$ cat config.mk
export PLATFORM = sky130hd
export DESIGN_NAME = uart_rx
export DESIGN_NICKNAME = d
export VERILOG_FILES = /design/src/rtl/uart_pkg.sv /design/src/rtl/uart_baud_tick.sv /design/src/rtl/uart_rx.sv
export SDC_FILE = /design/constraint.sdc
export NUM_CORES = 1
export LEC_CHECK = 0
export CAP_MARGIN = 20
export CORE_ASPECT_RATIO = 0.8
export CORE_MARGIN = 4
export CORE_UTILIZATION = 53
export CTS_CLUSTER_SIZE = 28
export DETAILED_ROUTE_END_ITERATION = 7
export GPL_TIMING_DRIVEN = 0
export PLACE_DENSITY_LB_ADDON = 0.12
export SLEW_MARGIN = 15
export SYNTH_ARGS = -nofsm -noshare
export SYNTH_HDL_FRONTEND = slang
export SYNTH_SLANG_ARGS = --single-unit
$ cat constraint.sdc
create_clock -name uart_clk -period 2 [get_ports uart_clk]
set_input_delay 0.4 -clock uart_clk [delete_from_list [all_inputs] [get_ports uart_clk]]
set_output_delay 0.4 -clock uart_clk [all_outputs]
set_load 0.01 [all_outputs]
$ cat src/rtl/uart_pkg.sv
// Shared UART definitions: receive FSM state encoding and default
// frame/oversampling constants. Also consumed by uart_tx.
package uart_pkg;

  localparam int DATA_BITS_DEF  = 8;   // data bits per frame, LSB first
  localparam int OVERSAMPLE_DEF = 16;  // ticks per bit period (even, >= 4)
  localparam int DIV_WIDTH_DEF  = 16;  // baud divisor width

  typedef enum logic [2:0] {
    IDLE      = 3'd0,
    START     = 3'd1,
    DATA      = 3'd2,
    STOP      = 3'd3,
    WAIT_IDLE = 3'd4
  } rx_state_e;

endpackage

$ cat src/rtl/uart_baud_tick.sv
// Oversample tick generator. Counts 0..baud_div and raises tick on the
// cycle the count equals baud_div, then wraps. clear holds the count at 0
// so the tick phase can be aligned to an external event (start-bit edge).
// Ports:
//   uart_clk  clock
//   rst_n     synchronous active-low reset
//   clear     hold counter at 0, suppress tick
//   baud_div  tick period minus one
//   tick      one-cycle oversample strobe
module uart_baud_tick
  import uart_pkg::*;
#(
  parameter int DIV_WIDTH = DIV_WIDTH_DEF
) (
  input  logic                 uart_clk,
  input  logic                 rst_n,
  input  logic                 clear,
  input  logic [DIV_WIDTH-1:0] baud_div,
  output logic                 tick
);

  logic [DIV_WIDTH-1:0] r_cnt;

  assign tick = !clear && (r_cnt == baud_div);

  always_ff @(posedge uart_clk) begin
    if (!rst_n)              r_cnt <= '0;
    else if (clear || tick)  r_cnt <= '0;
    else                     r_cnt <= r_cnt + 1'b1;
  end

endmodule

$ cat src/rtl/uart_rx.sv
// UART receiver: synchronises rx, oversamples it, deframes 8N1-style
// characters and presents each byte on a valid/ready interface.
// Ports:
//   uart_clk, rst_n     clock, synchronous active-low reset
//   en                  receiver enable (low aborts any frame)
//   baud_div            oversample tick period minus one
//   rx                  asynchronous serial input, idles high
//   rx_data/rx_valid    received byte and its valid flag
//   rx_ready            consumer accept
//   frame_err           one-cycle pulse: stop bit sampled low
//   overrun_err         one-cycle pulse: a completed byte was dropped
//   busy                FSM not in IDLE
module uart_rx
  import uart_pkg::*;
#(
  parameter int DATA_BITS  = DATA_BITS_DEF,
  parameter int OVERSAMPLE = OVERSAMPLE_DEF,
  parameter int DIV_WIDTH  = DIV_WIDTH_DEF
) (
  input  logic                 uart_clk,
  input  logic                 rst_n,
  input  logic                 en,
  input  logic [DIV_WIDTH-1:0] baud_div,
  input  logic                 rx,
  output logic [DATA_BITS-1:0] rx_data,
  output logic                 rx_valid,
  input  logic                 rx_ready,
  output logic                 frame_err,
  output logic                 overrun_err,
  output logic                 busy
);

  localparam int OSW = $clog2(OVERSAMPLE);
  localparam int BCW = $clog2(DATA_BITS);
  localparam logic [OSW-1:0] OS_LAST = OSW'(OVERSAMPLE - 1);
  localparam logic [OSW-1:0] OS_HALF = OSW'(OVERSAMPLE / 2 - 1);
  localparam logic [BCW-1:0] BC_LAST = BCW'(DATA_BITS - 1);

  rx_state_e            r_state, w_state_nxt;
  logic [1:0]           r_sync;
  logic [OSW-1:0]       r_os_cnt, w_os_nxt;
  logic [BCW-1:0]       r_bit_cnt, w_bit_nxt;
  logic [DATA_BITS-1:0] r_shreg, w_sh_nxt;
  logic                 w_rx_s;
  logic                 w_tick;
  logic                 w_deliver;
  logic                 w_ferr;

  // Two-flop synchroniser; reset to idle level so reset never looks like a start bit.
  always_ff @(posedge uart_clk) begin
    if (!rst_n) r_sync <= 2'b11;
    else        r_sync <= {r_sync[0], rx};
  end
  assign w_rx_s = r_sync[1];

  // Tick phase restarts from the start-bit edge because the counter sits at 0 in IDLE.
  uart_baud_tick #(.DIV_WIDTH(DIV_WIDTH)) u_tick (
    .uart_clk (uart_clk),
    .rst_n    (rst_n),
    .clear    (r_state == IDLE),
    .baud_div (baud_div),
    .tick     (w_tick)
  );

  always_ff @(posedge uart_clk) begin
    if (!rst_n) begin
      r_state   <= IDLE;
      r_os_cnt  <= '0;
      r_bit_cnt <= '0;
      r_shreg   <= '0;
    end else begin
      r_state   <= w_state_nxt;
      r_os_cnt  <= w_os_nxt;
      r_bit_cnt <= w_bit_nxt;
      r_shreg   <= w_sh_nxt;
    end
  end

  always_comb begin
    w_state_nxt = r_state;
    w_os_nxt    = r_os_cnt;
    w_bit_nxt   = r_bit_cnt;
    w_sh_nxt    = r_shreg;
    w_deliver   = 1'b0;
    w_ferr      = 1'b0;
    if (!en) begin
      w_state_nxt = IDLE;
      w_os_nxt    = '0;
      w_bit_nxt   = '0;
    end else begin
      case (r_state)
        IDLE: begin
          w_os_nxt  = '0;
          w_bit_nxt = '0;
          if (!w_rx_s) w_state_nxt = START;
        end
        START: if (w_tick) begin
          if (r_os_cnt == OS_HALF) begin
            w_os_nxt  = '0;
            w_bit_nxt = '0;
            // Still low at mid-bit: genuine start; otherwise a glitch.
            w_state_nxt = w_rx_s ? IDLE : DATA;
          end else begin
            w_os_nxt = r_os_cnt + 1'b1;
          end
        end
        DATA: if (w_tick) begin
          if (r_os_cnt == OS_LAST) begin
            w_os_nxt = '0;
            // LSB arrives first, so shifting right lands it in bit 0.
            w_sh_nxt = {w_rx_s, r_shreg[DATA_BITS-1:1]};
            if (r_bit_cnt == BC_LAST) begin
              w_bit_nxt   = '0;
              w_state_nxt = STOP;
            end else begin
              w_bit_nxt = r_bit_cnt + 1'b1;
            end
          end else begin
            w_os_nxt = r_os_cnt + 1'b1;
          end
        end
        STOP: if (w_tick) begin
          if (r_os_cnt == OS_LAST) begin
            w_os_nxt = '0;
            if (w_rx_s) begin
              w_deliver   = 1'b1;
              w_state_nxt = IDLE;
            end else begin
              // Line held low (break): wait for idle so it cannot retrigger.
              w_ferr      = 1'b1;
              w_state_nxt = WAIT_IDLE;
            end
          end else begin
            w_os_nxt = r_os_cnt + 1'b1;
          end
        end
        WAIT_IDLE: if (w_rx_s) w_state_nxt = IDLE;
        default: w_state_nxt = IDLE;
      endcase
    end
  end

  // Output holding register. A delivery and a consume in the same cycle
  // replace the byte without dropping rx_valid.
  always_ff @(posedge uart_clk) begin
    if (!rst_n) begin
      rx_data     <= '0;
      rx_valid    <= 1'b0;
      frame_err   <= 1'b0;
      overrun_err <= 1'b0;
    end else begin
      frame_err   <= w_ferr;
      overrun_err <= 1'b0;
      if (w_deliver && (!rx_valid || rx_ready)) begin
        rx_data  <= r_shreg;
        rx_valid <= 1'b1;
      end else if (w_deliver) begin
        overrun_err <= 1'b1;
      end else if (rx_valid && rx_ready) begin
        rx_valid <= 1'b0;
      end
    end
  end

  assign busy = (r_state != IDLE);

endmodule

Word-level counts from Yosys, hierarchy flattened
Cells that the tools add are included.
- register bits after elaboration: 47
- output and inout bits: 12
- bitwise gates (word level): 1
- equal/unequal tests: 19
- reduce and logical (&&, ||, !) cells: 22
- add/subtract/negate cells: 3
- mux-type cells: 33
- operator list (operator ; count):
    3-bit 2-to-1 mux ; 15
    16-bit by 1-bit adder with 16-bit output, second input constant ; 1
    16-bit equality test ; 1
    4-bit 2-to-1 mux ; 4
    3-bit one-hot mux with 5 select lines ; 1
    2-bit != test, second input constant ; 6
    4-bit one-hot mux with 3 select lines ; 1
    1-bit 2-to-1 mux ; 10
    2-bit by 1-bit != test with 1-bit output, second input constant ; 5
    5-bit AND reduction ; 2
    3-bit one-hot mux with 3 select lines ; 1
    9-bit AND reduction ; 1
    3-bit nonzero test ; 3
    3-bit by 2-bit equality test with 1-bit output, second input constant ; 2
    3-bit equality test, second input constant ; 2
    2-bit OR reduction ; 3
    4-bit by 1-bit adder with 4-bit output, second input constant ; 1
    4-bit by 3-bit equality test with 1-bit output, second input constant ; 1
    4-bit equality test, second input constant ; 1
    2-bit AND reduction ; 2
    4-bit AND reduction ; 1
    3-bit by 1-bit adder with 3-bit output, second input constant ; 1
    3-bit by 1-bit equality test with 1-bit output, second input constant ; 1
    1-bit logical AND ; 3
    other kinds (7) ; 9

Depth between registers and ports, before layout
Gate-level depths: netlist of run 1.
- depth after elaboration: 9
- gate-level depth with buffers: 8
- gate-level depth less buffers: 7

Cells and area by module
Synthesis of run 1 repeated with hierarchy kept, for this count alone.
- cell total of the unflattened synthesis: 251
- area, all modules: 2401.1 sq um
- by module, submodules not included (module ; cells an instance ; seq. area each (sq um) ; area each (sq um) ; times used):
    uart_rx ; 151 ; 620.6 ; 1423.9 ; 1
    uart_baud_tick ; 100 ; 320.3 ; 977.2 ; 1

Worst setup path before layout of run 1
Ideal clock, no wire load.
- path kind: reg-to-reg
- start point: reg u_tick.r_cnt[2]
- end point: reg u_tick.r_cnt[10]
- slack: 0.146 ns
- required time: 1.883 ns
- clock period less this slack: 1.854 ns
- setup time: 0.117 ns
- data arrival time: 1.736 ns
- cell stages (with the launch flop): 9
- path through: dfxtp_1 > buf_6 > xnor2_1 > nand4_1 > nor4_2 > buf_2 > nand3b_1 > buf_2 > nor2_1
- word-level cells in the longest chain between the ends: 4
- elaborated cells between the ends (all ways): 5
- ends and longest elaborated chain (element ; RTL line ; RTL):
    start: declaration ; uart_baud_tick.sv:22 ; logic [DIV_WIDTH-1:0] r_cnt;
    start signal: assignment ; uart_baud_tick.sv:29 ; else r_cnt <= r_cnt + 1'b1;
    branches (longest 4 deep; another with 16-bit by 1-bit adder with 16-bit output) ; n/a ;
Parallel ways; which one is timed is not known.
A chain may end at the register's enable or synchronous reset.

Worst setup path after layout of run 1
- start point: in baud_div[3]
- end point: reg r_os_cnt[2]
- word-level cells in the longest chain between the ends: 4
- elaborated cells between the ends (all ways): 5
- ends and longest elaborated chain (element ; RTL line ; RTL):
    start: declaration ; uart_rx.sv:23 ; input logic [DIV_WIDTH-1:0] baud_div,
    16-bit equality test (*) ; uart_baud_tick.sv:24 ; assign tick = !clear && (r_cnt == baud_div);
    1-bit logical AND (*) ; uart_baud_tick.sv:24 ;
    2-bit by 1-bit != test with 1-bit output (no source line) ; n/a ;
    3-bit AND reduction (no source line) (*) ; n/a ;
    end signal: assignment ; uart_rx.sv:73 ; r_os_cnt <= w_os_nxt;
    end: declaration ; uart_rx.sv:41 ; logic [OSW-1:0] r_os_cnt, w_os_nxt;
Mark *: on every way between the ends. The rest lies on a longest branch, timed or not.

==> flow_summary_export.csv, run 1 <==
group,metric,value,unit
run_status,run_status,"completed",
sta,tightest_slew,0.515,ns
die,start_util,0.564,
clock_network,cts_tree,"done",
finish,nFillCells,331,
detailed_routing,wl,4530,um
finish,n_antenna_cell,0,
sta,hold-worst-slack,0.415,ns
sta,fmax,0.513,GHz
yosys,muxShareOfSynthArea,0.0773,
detailed_routing,drt-wirelength-per-cell,13.4,um
finish,layout_common_cells,"32 x dfxtp_1, 29 x nor2_1, 18 x xnor2_1, 18 x nor2b_1, 17 x mux2i_1",
sta,layout_min_cycle_time,1.95,ns
critical_path,worstSetupEndpointType,"register",
critical_path,cp.arrival,2.18,ns
die,core_area,3900,um2
yosys,ys.warnings.count,0,
critical_path,worstPathRequired,2.23,ns
clock_network,cts_buffers,5,
sta,fin_worst_skew,0.0107,ns
critical_path,criticalPathCategory,"in -> reg",
placement,dp_cells,328,
sta,finalCritPeriodShare,0.975,
yosys,synth_compound_area_frac,0.0682,
die,num_io_pins,33,
global_routing,grt_usage,0.191,
finish,final_nets,307,
yosys,synth_xor_area_frac,0.123,
global_routing,antenna_found_initial,0,
yosys,yosys.area_share.simple,0.256,
placement,place_hpwl,3200,um
yosys,ys_seq_area_frac,0.427,
sta,setup_ws,0.0508,ns
yosys,ys_ff_latch,47,
yosys,netlist_area,2200,um2
critical_path,crit_start,"baud_div[3]",
power,cellLeakagePower,1.15,nW
detailed_routing,ant_nets,0,
critical_path,r2r_cells,6,
detailed_routing,drtPass1Iterations,4,
min_path,whs_path_depth,1,
die,die_area,5260,um2
clock_network,clk_latency,0.30,ns
power,vdd_drop_max,0.446,mV
clock_network,path_clk_slew,0.09,ns
power,p_total,1.60,mW
global_routing,grt_start_max_net_pins,16,
global_routing,grt_pass1_wl,7880,um
sta,max_slew_margin,0.654,
yosys,synthCells,241,
finish,area_growth,26.6,%
run,timing.max_cap.violations,0,
die,die-height,65.7,um
min_path,hp-start,"r_sync[0]",
yosys,synth_top_family_by_area,"simple AND/OR/NAND/NOR gates",
min_path,worst_hold_path_type,"reg -> reg",
yosys,yosysUniqueCellTypes,36,
detailed_routing,viasPerCell,5.34,
finish,final_cell_count_no_fill,338,
critical_path,start_kind,"input pin",
critical_path,crit_path_max_fanout,4,
yosys,syn_nets,266,
clock_network,cts_htree_levels,2,
sta,drv_slew,0,
global_routing,grt_pass1_vias,1706,
placement,dp_slack,-0.631,ns
finish,drive_gt1_frac,0.152,
power,powerDensity,573,nW/um2
global_routing,gr-total-overflow,0,
detailed_routing,vias,1805,
clock_network,cts_sinks,47,
finish,layout.cells.most_common,"dfxtp_1",
placement,port_buffers,32,
sta,finalSetupViolCount,0,
detailed_routing,initialDrtViolationCount,164,
finish,final_util,0.714,
clock_network,clock_path_buffers,2,
yosys,yosys.area_share.adder,0.0227,
clock_network,cts-root-buf,"clkbuf_8",
yosys,syn_avg_cell_area,9.14,um2
sta,hold_violations,0,
die,rows,20,
placement,gp_congestion,0.800,
detailed_routing,drcViolationCount,0,
critical_path,r2r_start,"u_tick.r_cnt[7]",
die,die_x,80.1,um
-- power by group --
| part | total (mW) | internal, mW | switching [mW] | leakage, nW |
|---|---|---|---|---|
| sequential | 0.937 | 0.934 | 0.00222 | 0.387 |
| combinational | 0.0879 | 0.0504 | 0.0375 | 0.721 |
| clock | 0.575 | 0.251 | 0.323 | 0.0418 |
-- final timing paths --
| check | end | slack (ns) |
|---|---|---|
| min | r_sync[1] | 0.42 |
| max | r_os_cnt[2] | 0.05 |
| max reg2reg | r_os_cnt[2] | 0.05 |
| min reg2reg | r_sync[1] | 0.42 |
-- cell usage after synthesis, drive strengths merged --
cell type,n,share of area
nor3,7,0.016
o21a,1,0.0034
nor2b,18,0.051
nor4,2,0.0085
a2111oi,1,0.0040
mux2i,17,0.077
nand2b,4,0.011
xor2,7,0.028
or3,1,0.0028
xnor2,24,0.095
buf,3,0.0097
o211ai,1,0.0034
or4,1,0.0034
a21oi,8,0.018
and4,1,0.0040
nand4,7,0.023
o22ai,3,0.0085
nor2,29,0.049
a21o,5,0.017
and3,8,0.023
dfxtp,47,0.43
nand3,12,0.027
or3b,1,0.0040
nand2,12,0.022
nor3b,1,0.0034
inv,1,0.0017
nand3b,1,0.0034
a221o,1,0.0045
ha,4,0.023
o21ai,4,0.0091
clkbuf,8,0.014
or4b,1,0.0045
-- sequential cells by signal (all words and copies together), names as in the netlist --
register	flops
frame_err	1
r_shreg	8
r_bit_cnt	3
rx_data	8
r_state	3
r_os_cnt	4
u_tick.r_cnt	16
rx_valid	1
r_sync	2
overrun_err	1
-- repair_timing --
action	4_1_cts	5_1_grt
hold buffers	0	0
pin swaps	16	8
gates resized for setup	28	21
endpoints found under the setup margin	42	14
gates cloned	0	0
setup buffers	3	2
-- layout make-up --
| type | count | area, um2 | share of cell area |
|---|---|---|---|
| clock buffer | 6 | 72.6 | 0.0260 |
| timing repair buffer | 37 | 342 | 0.122 |
| tap | 55 | 68.8 | 0.0247 |
| sequential | 47 | 965 | 0.346 |
| inverter | 1 | 3.75 | 0.00135 |
| multi-input combinational | 182 | 1280 | 0.460 |
| buffer | 8 | 37.5 | 0.0135 |
| clock inverter | 2 | 16.3 | 0.00583 |
-- routing by layer --
metal	GRT usage	share of wire	up-vias
met3	0.0438	0.046	10
met1	0.283	0.50	842
met5	0	0	-
li1	-	-	909
met2	0.268	0.43	44
met4	0.0717	0.020	0
-- cells by family after synthesis --
family	after synthesis
buf+inv	12
compound gates	24
fa+ha+maj	4
mux	17
flops	47
simple gates	106
xor+xnor	31
-- metrics by stage --
stage / cell area [um2] / TNS, ns
5_1_grt: 2790 / -0.0508
6_report: 2790 / 0
3_3_place_gp: 2590 / -20.60
3_5_place_dp: 2590 / -19.88
2_1_floorplan: 2200 / 0
4_1_cts: 2720 / 0
-- worst max-delay path, cell delays in order --
cell and delay, ns:
dlygate4sd2_1 0.26, xnor2_2 0.15, nand4_1 0.15, nor4_4 0.37
nand2b_1 0.19, or4b_4 0.51, a21oi_2 0.15
No activity file was read; power rests on OpenSTA's default activity.
==> run 2, diff against run 1 <==
--- a/config.mk
+++ b/config.mk
@@ -8,9 +8,10 @@
 export CAP_MARGIN = 20
 export CORE_ASPECT_RATIO = 0.8
 export CORE_MARGIN = 4
-export CORE_UTILIZATION = 53
+export CORE_UTILIZATION = 62
 export CTS_CLUSTER_SIZE = 28
 export DETAILED_ROUTE_END_ITERATION = 7
+export DONT_BUFFER_PORTS = 1
 export GPL_TIMING_DRIVEN = 0
 export PLACE_DENSITY_LB_ADDON = 0.12
 export SLEW_MARGIN = 15
==> flow_summary_export.csv, run 2 (synthesized netlist as in run 1, its figures left out) <==
group,metric,value,unit
clock_network,path_clk_slew,0.08,ns
critical_path,cp_cell_sequence,"xnor2_1, nand4_1, nor4_4, nand2b_1, or4_1, a21oi_1",
detailed_routing,drt-wirelength-per-cell,15.0,um
critical_path,criticalPathCategory,"reg -> reg",
finish,n_antenna_cell,0,
global_routing,grt_pass1_vias,1545,
critical_path,cp.arrival,2.23,ns
clock_network,cts_sinks,47,
placement,placed_area,2250,um2
sta,drv_slew,0,
finish,fin_area,2460,um2
sta,max_slew_margin,0.653,
finish,multi_input_area,1260,um2
detailed_routing,ant_nets,0,
finish,layout.cells.most_common,"dfxtp_1",
critical_path,worstPathRequired,2.23,ns
power,p_total,1.70,mW
sta,hold_violations,0,
detailed_routing,vias,1655,
detailed_routing,drcViolationCount,0,
finish,area_growth,11.8,%
detailed_routing,wl,4390,um
die,die-height,61.3,um
clock_network,cts-root-buf,"clkbuf_8",
sta,layout_min_cycle_time,2.00,ns
sta,rsz0062_at_grt,"yes",
detailed_routing,initialDrtViolationCount,114,
run,timing.max_cap.violations,0,
die,num_io_pins,33,
clock_network,cts_buffers,5,
placement,dp_slack,-0.163,ns
finish,largest_reg_flops,16,
clock_network,cts_tree,"done",
global_routing,grt_usage,0.205,
die,core_area,3420,um2
run_status,violations,"setup timing",
placement,place_hpwl,3060,um
die,rows,19,
clock_network,clk_latency,0.30,ns
detailed_routing,drtPass1Iterations,4,
finish,ff_latch_area,962,um2
clock_network,cts_htree_levels,2,
critical_path,slowest_delay,0.56,ns
sta,finalCritPeriodShare,1.00,
placement,gp_congestion,0.853,
finish,reg_top3,"u_tick.r_cnt x16, r_shreg x8, rx_data x8",
finish,final_nets,274,
sta,tightest_slew,0.517,ns
global_routing,antenna_found_initial,0,
critical_path,start_kind,"register",
finish,largest_register,"u_tick.r_cnt",
power,cellLeakagePower,1.00,nW
finish,nFillCells,280,
clock_network,clock_path_buffers,2,
sta,finalSetupViolCount,1,
finish,layout_common_cells,"36 x dfxtp_1, 29 x nor2_1, 19 x xnor2_1",
sta,setup_ws,-0.000492,ns
detailed_routing,viasPerCell,5.67,
min_path,worst_hold_path_type,"in -> reg",
sta,fin_worst_skew,0.00148,ns
global_routing,gr-total-overflow,0,
critical_path,crit_path_max_fanout,4,
critical_path,worstSetupEndpointType,"register",
critical_path,crit_slowest_cell,"or4_1",
sta,fmax,0.500,GHz
global_routing,grt_start_max_net_pins,15,
run_status,run_status,"finished with violations",
die,die_area,4580,um2
global_routing,grt_pass1_wl,7070,um
die,die_x,74.6,um
power,powerDensity,690,nW/um2
die,start_util,0.643,
finish,drive_gt1_frac,0.140,
placement,port_buffers,0,
power,vdd_drop_max,0.539,mV
-- run 2: cell count changes in the layout (fill, tap and decap cells not counted), moves of 2 or more --
cell,previous run,this run
a21oi_1,6,8
a21oi_2,2,0
clkdlybuf4s50_1,15,0
dfxtp_2,13,8
buf_4,7,4
dlygate4sd2_1,15,0
dfxtp_1,32,36
-- run 2: layout make-up --
class                   count  share of cell area
plain buffers               9              0.0163
clock buffers               6              0.0335
clock inverters             2              0.0142
inverters                   1             0.00152
multi-input cells         182               0.513
flip-flops and latches     47               0.391
well taps                  42              0.0213
repair buffers              3             0.00915
-- run 2: per-layer routing --
metal / track usage / up-vias / part of all wire
met3: 0.0620 / 8 / 0.048
met2: 0.325 / 35 / 0.47
met4: 0.0609 / 0 / 0.014
met5: 0 / - / 0
met1: 0.273 / 766 / 0.47
li1: - / 846 / -
-- run 2: metrics by stage --
step	hold slack [ns]	TNS, ns	instances	utilization
final	0.198	-0.000492	292	0.719
after global routing	0.183	-0.436	292	0.719
after CTS	0.187	0	292	0.700
after detailed placement	0.395	-1.67	283	0.659
after global placement	0.390	-1.55	283	0.659
after floorplan	0.386	0	241	-
-- run 2: where the power goes --
group	total (mW)	internal (mW)	leakage (nW)	switching (mW)
Sequential	0.935	0.933	0.385	0.00240
Combinational	0.0514	0.0273	0.558	0.0241
Clock	0.711	0.404	0.0612	0.307
-- run 2: final timing paths --
check,depth (start not counted),startpoint,slack (ns),to
max,6,u_tick.r_cnt[13],-0.0005,r_os_cnt[0]
min,1,rx,0.20,r_sync[0]
max reg2reg,6,u_tick.r_cnt[13],-0.0005,r_os_cnt[0]
min reg2reg,1,r_sync[0],0.41,r_sync[1]
-- run 2: worst max-delay path: cells and delay by family, from the launching register on --
family	cells	cell delay [ns]
AO/OA/AOI/OAI	1	0.13
flip-flops	1	0.35
AND/OR/NAND/NOR	4	1.26
XOR/XNOR	1	0.19
-- run 2: timing repair --
action,4_1_cts,5_1_grt
hold endpoints to repair,0,0
buffers inserted,1,2
endpoints found under the setup margin,24,39
hold buffers,0,0
pin swaps,3,7
resized for setup,5,21
==> run 3, diff against run 2 <==
--- a/config.mk
+++ b/config.mk
@@ -12,7 +12,7 @@
 export CTS_CLUSTER_SIZE = 28
 export DETAILED_ROUTE_END_ITERATION = 7
 export DONT_BUFFER_PORTS = 1
-export GPL_TIMING_DRIVEN = 0
+export GPL_TIMING_DRIVEN = 1
 export PLACE_DENSITY_LB_ADDON = 0.12
 export SLEW_MARGIN = 15
 export SYNTH_ARGS = -nofsm -noshare
==> flow_summary_export.csv, run 3 (synthesized netlist as in run 1, its figures left out) <==
group,metric,value,unit
die,die_x,74.6,um
sta,finalCritPeriodShare,0.988,
global_routing,grt_start_max_net_pins,23,
sta,fin_worst_skew,0.00752,ns
sta,tightest_slew,0.550,ns
critical_path,worstPathRequired,2.19,ns
critical_path,worstSetupEndpointType,"register",
power,cellLeakagePower,0.984,nW
detailed_routing,drcViolationCount,0,
detailed_routing,vias,1711,
die,num_io_pins,33,
detailed_routing,initialDrtViolationCount,93,
placement,port_buffers,0,
finish,area_growth,10.7,%
sta,tns,0,ns
die,rows,19,
clock_network,cts_htree_levels,2,
finish,nFillCells,259,
global_routing,grt_usage,0.211,
die,start_util,0.643,
global_routing,grt.met2_usage,0.342,
finish,n_antenna_cell,0,
critical_path,crit_path_max_fanout,8,
finish,layout.cells.most_common,"dfxtp_1",
finish,fin_area,2440,um2
power,vdd_drop_max,0.515,mV
min_path,worst_hold_path_type,"in -> reg",
sta,drv_slew,0,
finish,final_util,0.712,
critical_path,ff2ff_setup_slack,0.02,ns
global_routing,top_usage_layer,"met2",
clock_network,path_clk_slew,0.08,ns
power,p_total,1.55,mW
clock_network,cts_sinks,47,
sta,hold_violations,0,
sta,fmax,0.506,GHz
finish,largest_register,"u_tick.r_cnt",
global_routing,grt_use_met1,0.271,
clock_network,clock_path_buffers,2,
die,core_area,3420,um2
detailed_routing,drt-wirelength-per-cell,16.3,um
clock_network,clk_latency,0.29,ns
die,die-height,61.3,um
detailed_routing,viasPerCell,5.92,
placement,dp_cells,281,
clock_network,cts_buffers,5,
placement,placed_area,2270,um2
finish,final_cell_count_no_fill,289,
sta,rsz0062_at_grt,"yes",
global_routing,use_met3,0.0538,
power,powerDensity,637,nW/um2
critical_path,cp.arrival,2.16,ns
finish,final_nets,272,
detailed_routing,wl,4720,um
finish,layout_common_cells,"39 x dfxtp_1, 29 x nor2_1, 20 x xnor2_1",
clock_network,cts-root-buf,"clkbuf_8",
global_routing,grt_pass1_vias,1616,
detailed_routing,ant_nets,0,
sta,layout_min_cycle_time,1.98,ns
finish,largest_reg_flops,16,
critical_path,criticalPathCategory,"reg -> reg",
die,die_area,4580,um2
run_status,run_status,"completed",
finish,reg_top3,"u_tick.r_cnt x16, r_shreg x8, rx_data x8",
critical_path,start_kind,"register",
global_routing,antenna_found_initial,0,
sta,finalSetupViolCount,0,
clock_network,cts_tree,"done",
global_routing,gr-total-overflow,0,
global_routing,grt_pass1_wl,7290,um
run,timing.max_cap.violations,0,
sta,max_slew_margin,0.633,
placement,gp_congestion,0.845,
finish,drive_gt1_frac,0.154,
detailed_routing,drtPass1Iterations,4,
placement,place_hpwl,3250,um
run 3: critical path, cell delays in order, from the launching register on:
cell	delay [ns]
dfxtp_1	0.37
ha_1	0.24
and3_1	0.30
nand3_1	0.16
nor3_1	0.28
nand2_2	0.23
mux2i_1	0.22
nor2b_1	0.06
run 3: timing repair:
action                     in CTS  in global routing
buffers inserted                0                  1
setup endpoints to repair       0                 23
gates resized for setup         0                 19
hold buffers                    0                  0
hold endpoints to repair        0                  0
run 3: path summary, 6_finish.rpt:
kind | startpoint | end | cells past startpoint
setup / recovery | r_os_cnt[0] | rx_data[3] | 7
hold / removal | rst_n | r_sync[0] | 1
setup reg to reg | r_os_cnt[0] | rx_data[3] | 7
hold reg to reg | r_sync[0] | r_sync[1] | 1
run 3: through the flow:
step | hold WS, ns | setup slack (ns)
2_1_floorplan | 0.386 | 0.146
3_3_place_gp | 0.393 | 0.135
3_5_place_dp | 0.397 | 0.0446
4_1_cts | 0.172 | 0.0617
5_1_grt | 0.164 | -0.104
6_report | 0.186 | 0.0242
run 3: area by class of cell:
class                   count  area (um2)  share of cell area
repair buffers             10        75.1              0.0308
well taps                  42        52.6              0.0216
inverters                   1        3.75             0.00154
clock inverters             1        5.00             0.00205
multi-input cells         182        1260               0.519
clock buffers               6        82.6              0.0339
flip-flops and latches     47         953               0.391
run 3: layer usage:
metal / share of wire / vias to the layer above
li1: - / 836
met1: 0.43 / 797
met2: 0.49 / 61
met3: 0.056 / 17
met4: 0.025 / 0
met5: 0 / -
run 3: report_power, final:
group | leakage (nW) | total, mW | internal [mW] | switching (mW)
registers | 0.383 | 0.938 | 0.936 | 0.00180
logic | 0.554 | 0.0442 | 0.0254 | 0.0188
clock network | 0.0470 | 0.572 | 0.272 | 0.300
